`src/rtl/se_txn_driver.sv`:
```
// se_txn_driver: queues SE transactions, issues them one at a time over the
// SE in/out ready-valid interface, and reports each result with its latency.
// Optional compile-time feature SE_DRV_STALL_EN adds stall_cycles, which holds
// se_out_ready low for a programmable number of WAIT cycles.

package se_txn_driver_pkg;
  localparam int unsigned INST_W = 8;
  localparam int unsigned DATA_W = 128;

  typedef struct packed {
    logic [INST_W-1:0] inst;
    logic [DATA_W-1:0] op1;
    logic [DATA_W-1:0] op2;
    logic [DATA_W-1:0] cond;
  } se_txn_t;
endpackage

module se_txn_driver
  import se_txn_driver_pkg::*;
#(
  parameter int unsigned DEPTH   = 4,
  parameter int unsigned LAT_W   = 16,
  parameter int unsigned TIMEOUT = 1000
) (
  input  logic              clock,
  input  logic              reset,
`ifdef SE_DRV_STALL_EN
  input  logic [7:0]        stall_cycles,
`endif
  input  logic              cmd_valid,
  output logic              cmd_ready,
  input  logic [INST_W-1:0] cmd_inst,
  input  logic [DATA_W-1:0] cmd_op1,
  input  logic [DATA_W-1:0] cmd_op2,
  input  logic [DATA_W-1:0] cmd_cond,
  input  logic              start,
  output logic [INST_W-1:0] se_in_inst,
  output logic [DATA_W-1:0] se_in_op1,
  output logic [DATA_W-1:0] se_in_op2,
  output logic [DATA_W-1:0] se_in_cond,
  output logic              se_in_valid,
  input  logic              se_in_ready,
  input  logic [DATA_W-1:0] se_out_result,
  input  logic              se_out_valid,
  output logic              se_out_ready,
  output logic              rsp_valid,
  output logic [DATA_W-1:0] rsp_result,
  output logic [LAT_W-1:0]  rsp_latency,
  output logic              busy,
  output logic              timeout_err,
  output logic [7:0]        done_cnt
);

  localparam int unsigned PTR_W = (DEPTH > 1) ? $clog2(DEPTH) : 1;
  localparam int unsigned CNT_W = PTR_W + 1;
  localparam logic [LAT_W-1:0] LAT_LIMIT = LAT_W'(TIMEOUT - 1);

  typedef enum logic [1:0] {ST_IDLE, ST_ISSUE, ST_WAIT} state_e;

  state_e            state_q, state_d;
  se_txn_t           mem_q [DEPTH];
  se_txn_t           head;
  logic [PTR_W-1:0]  wr_ptr_q, rd_ptr_q;
  logic [CNT_W-1:0]  count_q;
  logic [LAT_W-1:0]  lat_q, lat_d, lat_inc;
  logic              push, pop, in_hs, out_hs, empty, stall_done;
  logic              rsp_fire, timeout_set;
  logic              rsp_valid_q, timeout_err_q;
  logic [DATA_W-1:0] rsp_result_q;
  logic [LAT_W-1:0]  rsp_latency_q;
  logic [7:0]        done_cnt_q;

  assign empty     = (count_q == '0);
  assign cmd_ready = (count_q != CNT_W'(DEPTH));
  assign push      = cmd_valid & cmd_ready;
  assign head      = mem_q[rd_ptr_q];
  assign lat_inc   = (lat_q == '1) ? lat_q : lat_q + LAT_W'(1);

  // SE request side: head of queue falls through, zeroed outside ISSUE
  assign se_in_valid = (state_q == ST_ISSUE);
  assign se_in_inst  = se_in_valid ? head.inst : '0;
  assign se_in_op1   = se_in_valid ? head.op1  : '0;
  assign se_in_op2   = se_in_valid ? head.op2  : '0;
  assign se_in_cond  = se_in_valid ? head.cond : '0;
  assign se_out_ready = (state_q == ST_WAIT) & stall_done;

  assign in_hs  = se_in_valid & se_in_ready;
  assign out_hs = se_out_valid & se_out_ready;

`ifdef SE_DRV_STALL_EN
  logic [7:0] stall_q;
  assign stall_done = (stall_q == 8'd0);

  // Stall countdown: loaded at WAIT entry, drained one per WAIT cycle
  always_ff @(posedge clock or negedge reset) begin
    if (!reset) begin
      stall_q <= 8'd0;
    end else if ((state_q == ST_ISSUE) && in_hs) begin
      stall_q <= stall_cycles;
    end else if ((state_q == ST_WAIT) && !stall_done) begin
      stall_q <= stall_q - 8'd1;
    end
  end
`else
  assign stall_done = 1'b1;
`endif

  // Next-state and per-cycle control
  always_comb begin
    state_d     = state_q;
    lat_d       = lat_q;
    pop         = 1'b0;
    rsp_fire    = 1'b0;
    timeout_set = 1'b0;
    case (state_q)
      ST_IDLE: begin
        if (start && !empty) state_d = ST_ISSUE;
      end
      ST_ISSUE: begin
        if (in_hs) begin
          pop     = 1'b1;
          lat_d   = '0;
          state_d = ST_WAIT;
        end
      end
      ST_WAIT: begin
        lat_d = lat_inc;
        if (out_hs) begin
          rsp_fire = 1'b1;
          state_d  = (!empty || push) ? ST_ISSUE : ST_IDLE;
        end else if (lat_q == LAT_LIMIT) begin
          timeout_set = 1'b1;
          state_d     = ST_IDLE;
        end
      end
      default: state_d = ST_IDLE;
    endcase
  end

  // State, latency counter and queue pointers
  always_ff @(posedge clock or negedge reset) begin
    if (!reset) begin
      state_q  <= ST_IDLE;
      lat_q    <= '0;
      wr_ptr_q <= '0;
      rd_ptr_q <= '0;
      count_q  <= '0;
    end else begin
      state_q <= state_d;
      lat_q   <= lat_d;
      if (push) wr_ptr_q <= wr_ptr_q + PTR_W'(1);
      if (pop)  rd_ptr_q <= rd_ptr_q + PTR_W'(1);
      if (push && !pop)      count_q <= count_q + CNT_W'(1);
      else if (pop && !push) count_q <= count_q - CNT_W'(1);
    end
  end

  // Queue storage; contents are don't-care until pushed
  always_ff @(posedge clock) begin
    if (push) mem_q[wr_ptr_q] <= '{inst: cmd_inst, op1: cmd_op1, op2: cmd_op2, cond: cmd_cond};
  end

  // Response capture, completion count and sticky timeout flag
  always_ff @(posedge clock or negedge reset) begin
    if (!reset) begin
      rsp_valid_q   <= 1'b0;
      rsp_result_q  <= '0;
      rsp_latency_q <= '0;
      done_cnt_q    <= 8'd0;
      timeout_err_q <= 1'b0;
    end else begin
      rsp_valid_q <= rsp_fire;
      if (rsp_fire) begin
        rsp_result_q  <= se_out_result;
        rsp_latency_q <= lat_inc;
        done_cnt_q    <= done_cnt_q + 8'd1;
      end
      if (timeout_set) timeout_err_q <= 1'b1;
    end
  end

  assign rsp_valid   = rsp_valid_q;
  assign rsp_result  = rsp_result_q;
  assign rsp_latency = rsp_latency_q;
  assign done_cnt    = done_cnt_q;
  assign timeout_err = timeout_err_q;
  assign busy        = (state_q != ST_IDLE);

endmodule

```
`config.mk`:
```
export PLATFORM = sky130hd
export DESIGN_NAME = se_txn_driver
export DESIGN_NICKNAME = d
export VERILOG_FILES = /design/src/rtl/se_txn_driver.sv
export SDC_FILE = /design/constraint.sdc
export NUM_CORES = 2
export LEC_CHECK = 0
export ABC_AREA = 1
export BUFFER_PORTS_ARGS = -buffer_cell sky130_fd_sc_hd__buf_4
export CAP_MARGIN = 10
export CORE_AREA = 2 2 415 417
export DETAILED_ROUTE_END_ITERATION = 12
export DIE_AREA = 0 0 417 419
export HOLD_SLACK_MARGIN = 0.08
export SLEW_MARGIN = 20
export SYNTH_ARGS = -nofsm -noshare
export SYNTH_HDL_FRONTEND = slang
export SYNTH_SLANG_ARGS = --single-unit
```
`constraint.sdc`:
```
create_clock -name clock -period 17.2 [get_ports clock]
set_input_delay 3.44 -clock clock [delete_from_list [all_inputs] [get_ports clock]]
set_output_delay 3.44 -clock clock [all_outputs]
set_load 0.01 [all_outputs]
```
==> metrics.yaml <==
status: "finished clean"
r2r_slack_ns: 12.78
use_met2: 0.363
yosys_warnings: 0
synth_area_per_cell_um2: 12.4
worst_pin_slew_ns: 1.16
num_rows: 152
start_util: 0.400
cp-startpoint: "rd_ptr_q[0]$_DFFE_PN0P_"
met3_usage: 0.0572
portBuffers: 1075
dp_cells: 8524
fin_cells: 8891
p_int_mw: 9.57
netlist-cell-type-count: 34
layout-drive-gt1-share: 0.212
setup_viol: 0
gp_congestion: 0.813
clk_path_buf_depth: 3
syn2layout_area_growth_pct: 22.5
root_buffer: "clkbuf_16"
power_frac_clock: 0.254
die_y_um: 419
fin_crit_sh: 0.514
synth-async-reset-ratio: 0.102
fmax_mhz: 113
post_cts_resized: 0
cp-endpoint: "se_in_op1[57]"
reg2reg_depth: 7
path_clk_slew_ns: 0.06
final_nets: 7009
drc: 0
comb_power_share: 0.354
routed_wl_um: 193000
critPathRequiredTime_ns: 13.76
cts_tree: "yes"
postSynthCellCount: 5508
gr-max-usage-layer: "met2"
drtIter0Drc: 3318
gr-usage-all-layers: 0.212
ios: 1076
seq_area_frac_synth: 0.756
leakagePower_nw: 31.4
hpwl_um: 116000
finish.utilization: 0.490
synth_area_um2: 68200
synth-edff-count: 1568
fin_crit_ns: 8.85
cp-start-kind: "register"
die_width_um: 417
grt_pass1_wl_um: 278000
cts-hold-fix-buffers: 0
clock_skew_ns: 0.0462
hold_viol: 0
cp_max_fo: 163
slew-limit-headroom: 0.224
clock_sinks: 1747
grt_pass1_vias: 42500
cap_violations: 0
worstPathArrival_ns: 5.41
fin_ws_ns: 8.35
fill_cells: 15000
wl_per_cell_um: 21.7
dr.pass1.iters: 5
switchingPower_mw: 5.47
antenna_found_initial: 45
die_area_um2: 175000
ant_nets: 0
grt_max_degree: 255
clk_latency_ns: 0.82
power_density_nw_per_um2: 180
cts_buffers: 181
vias_per_cell: 5.06
r2r_end: "mem_q[1][347]$_DFFE_PP_"
ys_seq_elements: 1747
crit_path_end_kind: "output pin"
synthFlopType: "edfxtp_1"
critPathKind: "reg2out"
overflow: 0
coreArea_um2: 171000
p_seq_frac: 0.393
r2r-start: "count_q[0]$_DFFE_PN0P_"
cts_setup_buffers: 0
rsz0062_at_grt: "false"
synth_nets: 6042
num_vias: 45000
p_sw_frac: 0.364
cts_max_level: 4
place_ws_ns: 9.37
hp-class: "reg2reg"
gr-usage-met1: 0.240
ir_drop_v: 0.000158
maxSlewViolCount: 0
==> sequential cells by signal (all words and copies together) (netlist names), 3 cells and up <==
register / cells
done_cnt: 8
rsp_latency: 16
rsp_result: 128
mem_q: 1568
count_q: 3
lat_q: 16
==> cells by family (layout without fill, tap and decap cells) <==
group | count (synthesis) | in the layout | share of synthesized area
fa+ha+maj | 8 | 8 | 0.00158
other cells | 0 | 34 | 0
flops | 1747 | 1747 | 0.756
xor+xnor | 16 | 16 | 0.00205
compound gates | 1195 | 1195 | 0.0879
buf+inv | 380 | 1496 | 0.0313
simple gates | 2162 | 2162 | 0.121
==> stage by stage <==
step | total power [mW] | TNS (ns) | hold WS, ns | instance area, µm²
3_3_place_gp | 11.3 | 0 | 0.462 | 77700
6_report | 15.0 | 0 | 0.479 | 83600
5_1_grt | 15.9 | 0 | 0.499 | 83600
2_1_floorplan | 9.54 | -5887.87 | 0.492 | 68200
4_1_cts | 15.2 | 0 | 0.482 | 83500
3_5_place_dp | 11.4 | 0 | 0.466 | 77700
==> how the worst min path moves through the flow <==
stage / startpoint / end / cells past startpoint
2_1_floorplan: lat_q[14]$_DFFE_PN0P_ / lat_q[14]$_DFFE_PN0P_ / 2
3_3_place_gp: rsp_result[92]$_DFFE_PN0P_ / rsp_result[92]$_DFFE_PN0P_ / 2
3_5_place_dp: rsp_result[92]$_DFFE_PN0P_ / rsp_result[92]$_DFFE_PN0P_ / 2
4_1_cts: rsp_result[15]$_DFFE_PN0P_ / rsp_result[15]$_DFFE_PN0P_ / 2
5_1_grt: rsp_result[92]$_DFFE_PN0P_ / rsp_result[92]$_DFFE_PN0P_ / 2
6_report: rsp_result[49]$_DFFE_PN0P_ / rsp_result[49]$_DFFE_PN0P_ / 2
==> cells in the final DEF, fill, tap and decap left out, types with 11 or more instances in the layout <==
cell / n
a21oi_1: 394
buf_12: 11
buf_4: 1111
bufinv_16: 13
clkbuf_1: 40
clkbuf_16: 186
clkinv_1: 45
clkinv_2: 29
dfrtp_1: 177
diode_2: 34
edfxtp_1: 1568
inv_1: 33
nand2_1: 507
nand3_1: 24
nor2_1: 1599
o21ai_0: 652
o21ai_1: 145
xor2_1: 11
==> power by group through the flow <==
stage	Combinational, mW	Sequential, mW	Clock, mW
after global placement	5.33	5.97	0
after global routing	5.82	5.98	4.06
after floorplan	3.05	6.50	0
after detailed placement	5.36	5.99	0
final	5.32	5.91	3.82
after CTS	5.38	5.91	3.89
==> per-layer routing <==
| layer | vias up | share of wire |
|---|---|---|
| met1 | 22000 | 0.37 |
| met5 | - | 0.00070 |
| met4 | 22 | 0.050 |
| met3 | 372 | 0.067 |
| met2 | 1363 | 0.51 |
| li1 | 21200 | - |
==> cell usage after synthesis, types with 9 or more instances <==
| master | number | area (µm²) |
|---|---|---|
| a21oi_1 | 394 | 1970 |
| buf_1 | 13 | 48.8 |
| buf_2 | 112 | 561 |
| buf_4 | 37 | 278 |
| buf_6 | 57 | 642 |
| clkbuf_1 | 118 | 443 |
| dfrtp_1 | 179 | 4480 |
| edfxtp_1 | 1568 | 47100 |
| inv_1 | 33 | 124 |
| nand2_1 | 507 | 1900 |
| nand2_2 | 9 | 56.3 |
| nand3_1 | 24 | 120 |
| nor2_1 | 1603 | 6020 |
| o21ai_0 | 652 | 3260 |
| o21ai_1 | 145 | 726 |
| xor2_1 | 11 | 96.3 |
==> area by class of cell <==
class	count	area, µm²	area share
Antenna cell	34	85.1	0.00102
Clock inverter	104	967	0.0116
Inverter	40	173	0.00207
Multi-Input combinational cell	3381	14600	0.174
Tap cell	2233	2790	0.0334
Timing Repair Buffer	1124	8600	0.103
Sequential cell	1747	51600	0.617
Clock buffer	228	4830	0.0578
==> worst max-delay path, stage by stage, from the launching register on <==
cell and delay [ns]:
dfrtp_4 1.00, buf_4 0.81, buf_12 0.48, buf_4 0.93
nor2_1 0.13, nor2_1 0.11, o21ai_0 0.10, a21oi_1 0.31
buf_4 0.19
Note: power is estimated with default switching activity, not from simulation.
